==> config.mk <==
export PLATFORM = sky130hd
export DESIGN_NAME = miriscv_mdu_seq
export DESIGN_NICKNAME = d
export VERILOG_FILES = /design/src/rtl/miriscv_mdu_seq.sv
export SDC_FILE = /design/constraint.sdc
export NUM_CORES = 1
export LEC_CHECK = 0
export CORE_ASPECT_RATIO = 0.75
export CORE_MARGIN = 5
export CORE_UTILIZATION = 37
export CTS_BUF_LIST = sky130_fd_sc_hd__clkbuf_16
export DETAILED_ROUTE_END_ITERATION = 10
export DONT_BUFFER_PORTS = 1
export PLACE_DENSITY = 0.62
export SLEW_MARGIN = 20
export SYNTH_ARGS = -nofsm -noshare
export SYNTH_HDL_FRONTEND = slang
export SYNTH_SLANG_ARGS = --single-unit
==> constraint.sdc <==
create_clock -name clk_i -period 4.7 [get_ports clk_i]
set_input_delay 1.41 -clock clk_i [delete_from_list [all_inputs] [get_ports clk_i]]
set_output_delay 1.41 -clock clk_i [all_outputs]
set_load 0.03 [all_outputs]
==> src/rtl/miriscv_mdu_seq.sv <==
// Sequential RISC-V M-extension unit: radix-2 multiply and
// restoring divide sharing one (XLEN+1)-bit adder.
module miriscv_mdu_seq #(
  parameter int XLEN = 32
) (
  input  logic            clk_i,
  input  logic            arstn_i,
  input  logic            mdu_req_i,
  input  logic [2:0]      mdu_op_i,
  input  logic [XLEN-1:0] mdu_port_a_i,
  input  logic [XLEN-1:0] mdu_port_b_i,
  input  logic            mdu_kill_i,
  output logic            mdu_stall_req_o,
  output logic            mdu_valid_o,
  output logic [XLEN-1:0] mdu_result_o
);

  localparam int CW = $clog2(XLEN) + 1;
  localparam int AW = XLEN + 1;

  typedef enum logic [1:0] {
    IDLE,
    CALC,
    FIX,
    DONE
  } state_e;

  state_e            state_q, state_d;
  logic [2:0]        op_q, op_d;
  logic [XLEN-1:0]   hi_q, hi_d;
  logic [XLEN-1:0]   lo_q, lo_d;
  logic [XLEN-1:0]   m_q, m_d;
  logic              sa_q, sa_d;
  logic              sb_q, sb_d;
  logic [CW-1:0]     cnt_q, cnt_d;
  logic              valid_q, valid_d;
  logic [XLEN-1:0]   res_q, res_d;

  logic              a_sgn_en, b_sgn_en;
  logic              a_neg, b_neg;
  logic [XLEN-1:0]   a_mag, b_mag;
  logic              div_zero, div_ovf;

  logic [AW-1:0]     add_a, add_b, sum;
  logic              add_c;
  logic [2*XLEN-1:0] prod_neg;
  logic [XLEN-1:0]   q_neg, r_neg;
  logic [XLEN-1:0]   res_sel;

  // Operand conditioning: signedness, magnitudes, special divides
  always_comb begin
    a_sgn_en = 1'b0;
    b_sgn_en = 1'b0;
    unique case (mdu_op_i)
      3'd1, 3'd4, 3'd6: begin
        a_sgn_en = 1'b1;
        b_sgn_en = 1'b1;
      end
      3'd2:    a_sgn_en = 1'b1;
      default: ;
    endcase
    a_neg    = a_sgn_en & mdu_port_a_i[XLEN-1];
    b_neg    = b_sgn_en & mdu_port_b_i[XLEN-1];
    a_mag    = a_neg ? -mdu_port_a_i : mdu_port_a_i;
    b_mag    = b_neg ? -mdu_port_b_i : mdu_port_b_i;
    div_zero = mdu_op_i[2] & (mdu_port_b_i == '0);
    div_ovf  = mdu_op_i[2] & ~mdu_op_i[0]
             & (mdu_port_a_i == {1'b1, {(XLEN-1){1'b0}}})
             & (&mdu_port_b_i);
  end

  // Shared adder: add for multiply, subtract for divide
  always_comb begin
    if (op_q[2]) begin
      add_a = {hi_q, lo_q[XLEN-1]};
      add_b = ~{1'b0, m_q};
      add_c = 1'b1;
    end else begin
      add_a = {1'b0, hi_q};
      add_b = lo_q[0] ? {1'b0, m_q} : '0;
      add_c = 1'b0;
    end
    sum      = add_a + add_b + AW'(add_c);
    prod_neg = -{hi_q, lo_q};
    q_neg    = -lo_q;
    r_neg    = -hi_q;
    res_sel  = ((op_q == 3'd0) || (op_q[2:1] == 2'b10))
             ? lo_q : hi_q;
  end

  // Next-state and datapath updates
  always_comb begin
    state_d = state_q;
    op_d    = op_q;
    hi_d    = hi_q;
    lo_d    = lo_q;
    m_d     = m_q;
    sa_d    = sa_q;
    sb_d    = sb_q;
    cnt_d   = cnt_q;
    valid_d = 1'b0;
    res_d   = res_q;
    unique case (state_q)
      IDLE: begin
        if (mdu_req_i && !mdu_kill_i) begin
          op_d  = mdu_op_i;
          sa_d  = a_neg;
          sb_d  = b_neg;
          cnt_d = '0;
          if (div_zero) begin
            lo_d    = '1;
            hi_d    = mdu_port_a_i;
            state_d = DONE;
          end else if (div_ovf) begin
            lo_d    = mdu_port_a_i;
            hi_d    = '0;
            state_d = DONE;
          end else if (mdu_op_i[2]) begin
            hi_d    = '0;
            lo_d    = a_mag;
            m_d     = b_mag;
            state_d = CALC;
          end else begin
            hi_d    = '0;
            lo_d    = b_mag;
            m_d     = a_mag;
            state_d = CALC;
          end
        end
      end
      CALC: begin
        if (mdu_kill_i) begin
          state_d = IDLE;
        end else begin
          if (op_q[2]) begin
            hi_d = sum[XLEN] ? add_a[XLEN-1:0]
                             : sum[XLEN-1:0];
            lo_d = {lo_q[XLEN-2:0], ~sum[XLEN]};
          end else begin
            hi_d = sum[XLEN:1];
            lo_d = {sum[0], lo_q[XLEN-1:1]};
          end
          cnt_d = cnt_q + CW'(1);
          if (cnt_q == CW'(XLEN - 1)) begin
            state_d = FIX;
          end
        end
      end
      FIX: begin
        if (mdu_kill_i) begin
          state_d = IDLE;
        end else begin
          if (op_q[2]) begin
            if (sa_q ^ sb_q) lo_d = q_neg;
            if (sa_q)        hi_d = r_neg;
          end else if (sa_q ^ sb_q) begin
            {hi_d, lo_d} = prod_neg;
          end
          state_d = DONE;
        end
      end
      DONE: begin
        state_d = IDLE;
        if (!mdu_kill_i) begin
          valid_d = 1'b1;
          res_d   = res_sel;
        end
      end
      default: state_d = IDLE;
    endcase
  end

  // State and datapath registers
  always_ff @(posedge clk_i or negedge arstn_i) begin
    if (!arstn_i) begin
      state_q <= IDLE;
      op_q    <= '0;
      hi_q    <= '0;
      lo_q    <= '0;
      m_q     <= '0;
      sa_q    <= 1'b0;
      sb_q    <= 1'b0;
      cnt_q   <= '0;
      valid_q <= 1'b0;
      res_q   <= '0;
    end else begin
      state_q <= state_d;
      op_q    <= op_d;
      hi_q    <= hi_d;
      lo_q    <= lo_d;
      m_q     <= m_d;
      sa_q    <= sa_d;
      sb_q    <= sb_d;
      cnt_q   <= cnt_d;
      valid_q <= valid_d;
      res_q   <= res_d;
    end
  end

  assign mdu_valid_o     = valid_q;
  assign mdu_result_o    = res_q;
  assign mdu_stall_req_o = mdu_req_i & ~valid_q;

endmodule

==> impl_metrics.yaml, run 1 <==
outcome:
  status: "finished, final reports clean"
timing:
  drv_slew: 0
  hold_viol: 0
  setup_viol: 0
  slew_headroom_pct: 22.64
  fmax_mhz: 219.4
  fin_setup_tns_ns: 0
  worst_pin_slew_ns: 1.148
  fin_crit_ns: 4.558
  final.period_utilization_pct: 96.99
  rsz0062_at_grt: "false"
  fin_skew_ns: 0.01173
cts:
  cts_tree: "yes"
  cts_setup_buffers: 0
  clock_latency_ns: 0.45
  cts_buffers: 17
  numClockSinks: 142
  clk_path_buf_depth: 2
  clk_pin_slew_ns: 0.07
  root_buffer: "clkbuf_16"
  cts_max_level: 4
final_layout:
  nFillCells: 3852
  fin_util_pct: 40.55
  regArea_um2: 3557
  multi_input_area_um2: 9799
  final_cell_mix: "nand2_1 (263), o21ai_0 (202), a21oi_1 (171), nor2_1 (143), dfrtp_1 (141)"
  n_antenna_cell: 0
  area_delta_synth_final_pct: 7.721
  nNetsFinal: 1906
  final_common_cell: "nand2_1"
  drive_above_1_share_pct: 10.65
placed_design:
  port_buffers: 0
  place_congestion: 0.9832
  hpwl_um: 42780
logic_synthesis:
  ys_ff_latch: 142
  synth_edf_count: 0
  seq_area_frac_synth_pct: 25.29
  synth_nets: 1990
  ys_types: 81
  synth_cells: 1874
  synthArstFlopShare_pct: 100.0
  synth_ff_type: "dfrtp_1"
  syn_avg_cell_area_um2: 7.498
  synth_area_um2: 14050
  yosys_warnings: 0
floorplanning:
  ios: 105
  coreArea_um2: 37320
  dieArea_um2: 42010
  die_w_um: 235.0
  row_count: 61
  initial_utilization_pct: 37.65
  die-height_um: 178.8
worst_setup_path:
  critPathMaxStageDelay_ns: 0.91
  setup.worst_path.class: "reg -> reg"
  cp.arrival_ns: 4.89
  rr_endpoint: "hi_q[14]$_DFFE_PN0P_"
  reg2reg_from: "op_q[2]$_DFFE_PN0P_"
  cp_cell_sequence: "inv_1 > buf_12 > o21ai_0 > ha_1 > buf_4 > o21ai_0 > o21ai_0 > a41oi_1 > o31ai_1 > a21oi_2 > xnor2_4 > buf_4 > mux2i_1 > a21oi_1 > a221o_1"
  cp_top_family: "compound AO/OA/AOI/OAI gates"
  critPathLaunchType: "flop"
  required_ns: 5.03
  reg2reg_depth: 15
  critical_path_buf_inv_count: 4
  crit_path_end_kind: "flop"
  cp_common_cell: "o21ai_0"
  rrSetupSlack_ns: 0.14
  crit_path_top_delay_cell: "o21ai_0"
  critPathMaxFanout: 32
power:
  p_per_area_nw_per_um2: 853.3
  seqPwrFrac_pct: 22.5
  leakagePower_nw: 6.114
  swShare_pct: 55.32
  p_int_mw: 5.771
  clock_power_share_pct: 11.1
  p_sw_mw: 7.145
  ir_drop_v: 0.0003667
  share_comb_of_total_power_pct: 66.5
global_routing:
  grt_pass1_vias: 12735
  met3_usage_pct: 8.673
  grt_pass1_wl_um: 82670
  grt_start_max_net_pins: 143
  antenna_found_initial: 3
  grt_usage_pct: 25.57
  grt_use_met2_pct: 36.62
  busiest_layer: "met1"
  grt-ovfl-total: 0
  use_met1_pct: 37.66
job:
  cap_violations: 0
drt:
  drt_wl_total_um: 56320
  drc: 0
  post_drt_wl_per_cell_um: 24.41
  antenna_left: 0
  drt_iter0_drc: 2080
  num_vias: 14578
  avgViaCountPerCell: 6.319
  drt_first_pass_iters: 6
hold_path:
  min_from: "m_q[5]$_DFFE_PN0P_"
  min_path_cells: 2
  hold_path_end: "m_q[5]$_DFFE_PN0P_"
  hold_class: "reg -> reg"
what timing repair did:
item	4_1_cts	5_1_grt
hold buffers	0	0
endpoints found under the setup margin	0	6
gates resized for setup	0	2
power groups by stage:
stage | sequential (mW) | clock, mW | combinational (mW)
global route | 2.96 | 1.48 | 9.18
floorplan | 2.33 | 0 | 6.27
CTS | 2.86 | 1.43 | 8.27
detailed placement | 2.89 | 0 | 8.23
finish | 2.90 | 1.43 | 8.58
global placement | 2.87 | 0 | 8.16
worst reg2reg max path: cells and delay by family, from the launching register on:
family,cells,cell delay [ns]
compound gates,8,2.39
buf+inv,4,0.75
flops,1,0.46
fa+ha+maj,1,0.43
mux,1,0.23
xor+xnor,1,0.19
state kept, by name (all words and copies together), names as in the netlist, 2 cells and up:
signal and count:
m_q 32, state_q 2, mdu_result_o 32, hi_q 32, cnt_q 6, op_q 3, lo_q 32
final cells by class:
type,count,share of cell area (%)
clock buffer,17,2.811
timing repair buffer,50,2.728
multi-input combinational,1540,64.74
inverter,39,0.9672
sequential,142,23.50
clock inverter,15,1.083
tap,504,4.166
kinds of logic (layout without fill, tap and decap cells):
logic type / Yosys count / after routing / synth area share (%)
AND/OR/NAND/NOR: 645 / 645 / 21.57
multiplexers: 135 / 135 / 10.28
XOR/XNOR: 118 / 118 / 7.489
AO/OA/AOI/OAI: 597 / 597 / 25.98
adder cells (fa/ha/maj): 45 / 45 / 4.114
buffers and inverters: 192 / 121 / 5.280
flip-flops: 142 / 142 / 25.29
per-stage QoR:
stage / std cells / power (mW) / worst slack, ns / hold WS (ns) / cell area [um^2]
finish: 2307 / 12.92 / 0.1416 / 0.4977 / 15140
global route: 2307 / 13.63 / 0.04648 / 0.5210 / 15140
CTS: 2307 / 12.57 / 0.2734 / 0.5008 / 15120
detailed placement: 2275 / 11.12 / 0.1750 / 0.4861 / 14530
global placement: 2275 / 11.03 / 0.1313 / 0.4766 / 14530
floorplan: 1874 / 8.603 / 0.004159 / 0.4660 / 14060
layer usage:
| metal | vias to the layer above | wire, um |
|---|---|---|
| met4 | 2 | 908 |
| met1 | 6988 | 24490 |
| met5 | - | 13 |
| li1 | 6604 | - |
| met2 | 915 | 22880 |
| met3 | 69 | 8020 |
worst max path at each step:
stage / start / endpoint / slack, ns / cells past startpoint
finish: op_q[2]$_DFFE_PN0P_ / hi_q[14]$_DFFE_PN0P_ / 0.14 / 15
global route: op_q[2]$_DFFE_PN0P_ / hi_q[5]$_DFFE_PN0P_ / 0.05 / 15
CTS: op_q[2]$_DFFE_PN0P_ / hi_q[14]$_DFFE_PN0P_ / 0.27 / 16
detailed placement: mdu_port_b_i[6] / lo_q[17]$_DFFE_PN0P_ / 0.17 / 9
global placement: mdu_port_b_i[6] / lo_q[17]$_DFFE_PN0P_ / 0.13 / 9
floorplan: op_q[2]$_DFFE_PN0P_ / hi_q[13]$_DFFE_PN0P_ / 0.004 / 18
cells in the mapped netlist, types with 14 or more instances:
cell type    n  area, um^2
mux2_2      75       844.6
or4_1       14       105.1
xnor2_1     75       656.9
o21ai_0    202        1011
or3_1       20       125.1
a21o_1      28       210.2
nand4_1     18       112.6
dfrtp_1    142        3553
o31ai_1     24       180.2
buf_1       14       52.55
mux2i_1     60       600.6
o22ai_1     14       87.58
and2_1      14       87.58
nor3_1      59       295.3
nand3_1     25       125.1
inv_1       37       138.9
nand2_1    264       991.0
nor4_1      20       125.1
xor2_1      42       367.9
nand2b_1    17       106.4
clkbuf_1   124       465.5
ha_1        43       538.0
a21oi_1    172       860.8
nor2_1     144       540.5
a211oi_1    21       157.7
a31oi_1     14       87.58
Note: power is estimated with default switching activity, not from simulation.
==> inputs of run 2 (changes only) <==
Settings changed: CTS_CLUSTER_DIAMETER from default to 120, PLACE_DENSITY 0.62 to 0.6.
Clock period 4.7 ns to 5.2 ns, I/O delays scaled along.
==> impl_metrics.yaml, run 2 (synthesis gave the netlist of run 1 again) <==
worst_setup_path:
  crit_path_end_kind: "flop"
  reg2reg_from: "op_q[2]$_DFFE_PN0P_"
  setup.worst_path.class: "reg -> reg"
  cp_common_cell: "buf_4"
  cp.arrival_ns: 5.15
  startpoint: "op_q[2]$_DFFE_PN0P_"
  cp_cell_sequence: "inv_1 > buf_4 > a21boi_0 > fa_1 > fa_1 > nand2b_1 > a2111oi_2 > nor2_1 > o31ai_4 > a21oi_2 > buf_4 > xnor2_1 > buf_4 > mux2i_1 > a211oi_1 > a211o_1"
  crit_path_top_delay_cell: "dfrtp_4"
  required_ns: 5.53
  critPathMaxFanout: 18
  critPathLaunchType: "flop"
  critPathMaxStageDelay_ns: 0.53
final_layout:
  final_cell_mix: "nand2_1 (263), o21ai_0 (202), a21oi_1 (171), nor2_1 (143), dfrtp_1 (141)"
  drive_above_1_share_pct: 10.15
  nFillCells: 3821
  fin_area_um2: 15020
  area_delta_synth_final_pct: 6.874
  final_common_cell: "nand2_1"
  nNetsFinal: 1896
drt:
  avgViaCountPerCell: 6.295
  drt_iter0_drc: 2034
  post_drt_wl_per_cell_um: 25.59
  drt_first_pass_iters: 6
  antenna_left: 0
  wl_met2_um: 22830
  wl_met3_um: 8379
  drc: 0
  num_vias: 14467
  drt_wl_total_um: 58800
  wl_met1_um: 25950
  maxUsedRoutingLayer: "met5"
timing:
  final.period_utilization_pct: 92.55
  fin_crit_ns: 4.812
  worst_pin_slew_ns: 1.081
  drv_slew: 0
  hold_viol: 0
  slew_headroom_pct: 27.92
  fin_setup_tns_ns: 0
  setup_viol: 0
  fmax_mhz: 207.8
  fin_skew_ns: 0.01331
  rsz0062_at_grt: "false"
placed_design:
  place_congestion: 0.9466
  port_buffers: 0
  dpl_cell_area_um2: 14400
  hpwl_um: 44290
global_routing:
  grt-ovfl-total: 0
  grt_pass1_wl_um: 86630
  grt_start_max_net_pins: 143
  grt_pass1_vias: 13094
  antenna_found_initial: 2
  grt_usage_pct: 27.05
cts:
  clk_path_buf_depth: 2
  numClockSinks: 142
  postCtsResizedCells: 0
  cts_setup_buffers: 0
  cts_buffers: 17
  cts_max_level: 4
  cts_tree: "yes"
  clk_pin_slew_ns: 0.07
  hold_buffers: 0
  clock_latency_ns: 0.46
  root_buffer: "clkbuf_16"
job:
  cap_violations: 0
power:
  ir_drop_v: 0.0003374
  p_per_area_nw_per_um2: 780.3
  leakagePower_nw: 6.042
floorplanning:
  die_w_um: 235.0
  initial_utilization_pct: 37.65
  dieArea_um2: 42010
  ios: 105
  coreArea_um2: 37320
  row_count: 61
  die-height_um: 178.8
hold_path:
  min_from: "m_q[20]$_DFFE_PN0P_"
  hold_class: "reg -> reg"
outcome:
  status: "finished, final reports clean"
==> run 2: cell types whose count changed in the layout (fill, tap and decap cells not counted), sizes merged <==
cell	previous run	this run
clkinvlp	2	4
inv	44	43
clkinv	6	5
diode	0	1
buf	50	40
==> run 2: cell type report <==
class	count	area, um^2	area share (%)
clock buffer	17	425.4	2.833
clock inverter	15	162.7	1.083
antenna	1	2.502	0.01666
sequential	142	3557	23.69
tap	504	630.6	4.199
multi-input combinational	1540	9779	65.12
inverter	39	146.4	0.9748
timing repair buffer	40	312.8	2.083
==> run 2: worst max-delay path, delay by kind of cell, from the launching register on <==
kind	cells	cell delay (ns)
compound gates	6	1.69
xor+xnor	1	0.13
fa+ha+maj	2	0.92
buf+inv	4	0.78
flops	1	0.53
mux	1	0.23
simple gates	2	0.42
==> run 2: layer usage <==
metal | up-vias | global-route usage [%]
li1 | 6601 | -
met1 | 6896 | 39.13
met2 | 863 | 36.94
met3 | 105 | 11.23
met4 | 2 | 6.955
met5 | - | 0
==> run 2: worst paths after layout <==
kind                                              to  slack, ns  cells after the start
worst min-delay path             m_q[20]$_DFFE_PN0P_       0.51                      2
min in group asynchronous       hi_q[16]$_DFFE_PN0P_       0.81                      0
worst min register to register   m_q[20]$_DFFE_PN0P_       0.51                      2
max in group asynchronous        hi_q[1]$_DFFE_PN0P_       4.00                      0
worst max register to register   hi_q[6]$_DFFE_PN0P_       0.39                     16
worst max-delay path             hi_q[6]$_DFFE_PN0P_       0.39                     16
==> run 2: through the flow <==
stage / setup WS, ns / power, mW / std cells / hold WS [ns] / utilization (%)
CTS: 0.2551 / 11.41 / 2295 / 0.5089 / 40.16
detailed placement: 0.2772 / 10.09 / 2263 / 0.4948 / 38.58
floorplan: 0.1676 / 7.770 / 1874 / 0.4660 / -
global placement: 0.3569 / 10.03 / 2263 / 0.4845 / 38.58
finish: 0.3875 / 11.72 / 2298 / 0.5055 / 40.24
global route: 0.1547 / 12.42 / 2297 / 0.5425 / 40.23
==> run 2: report_power, final <==
group	internal [mW]	total, mW	switching, mW
registers	1.60	2.73	1.13
logic	2.88	7.71	4.83
clock network	0.713	1.28	0.569
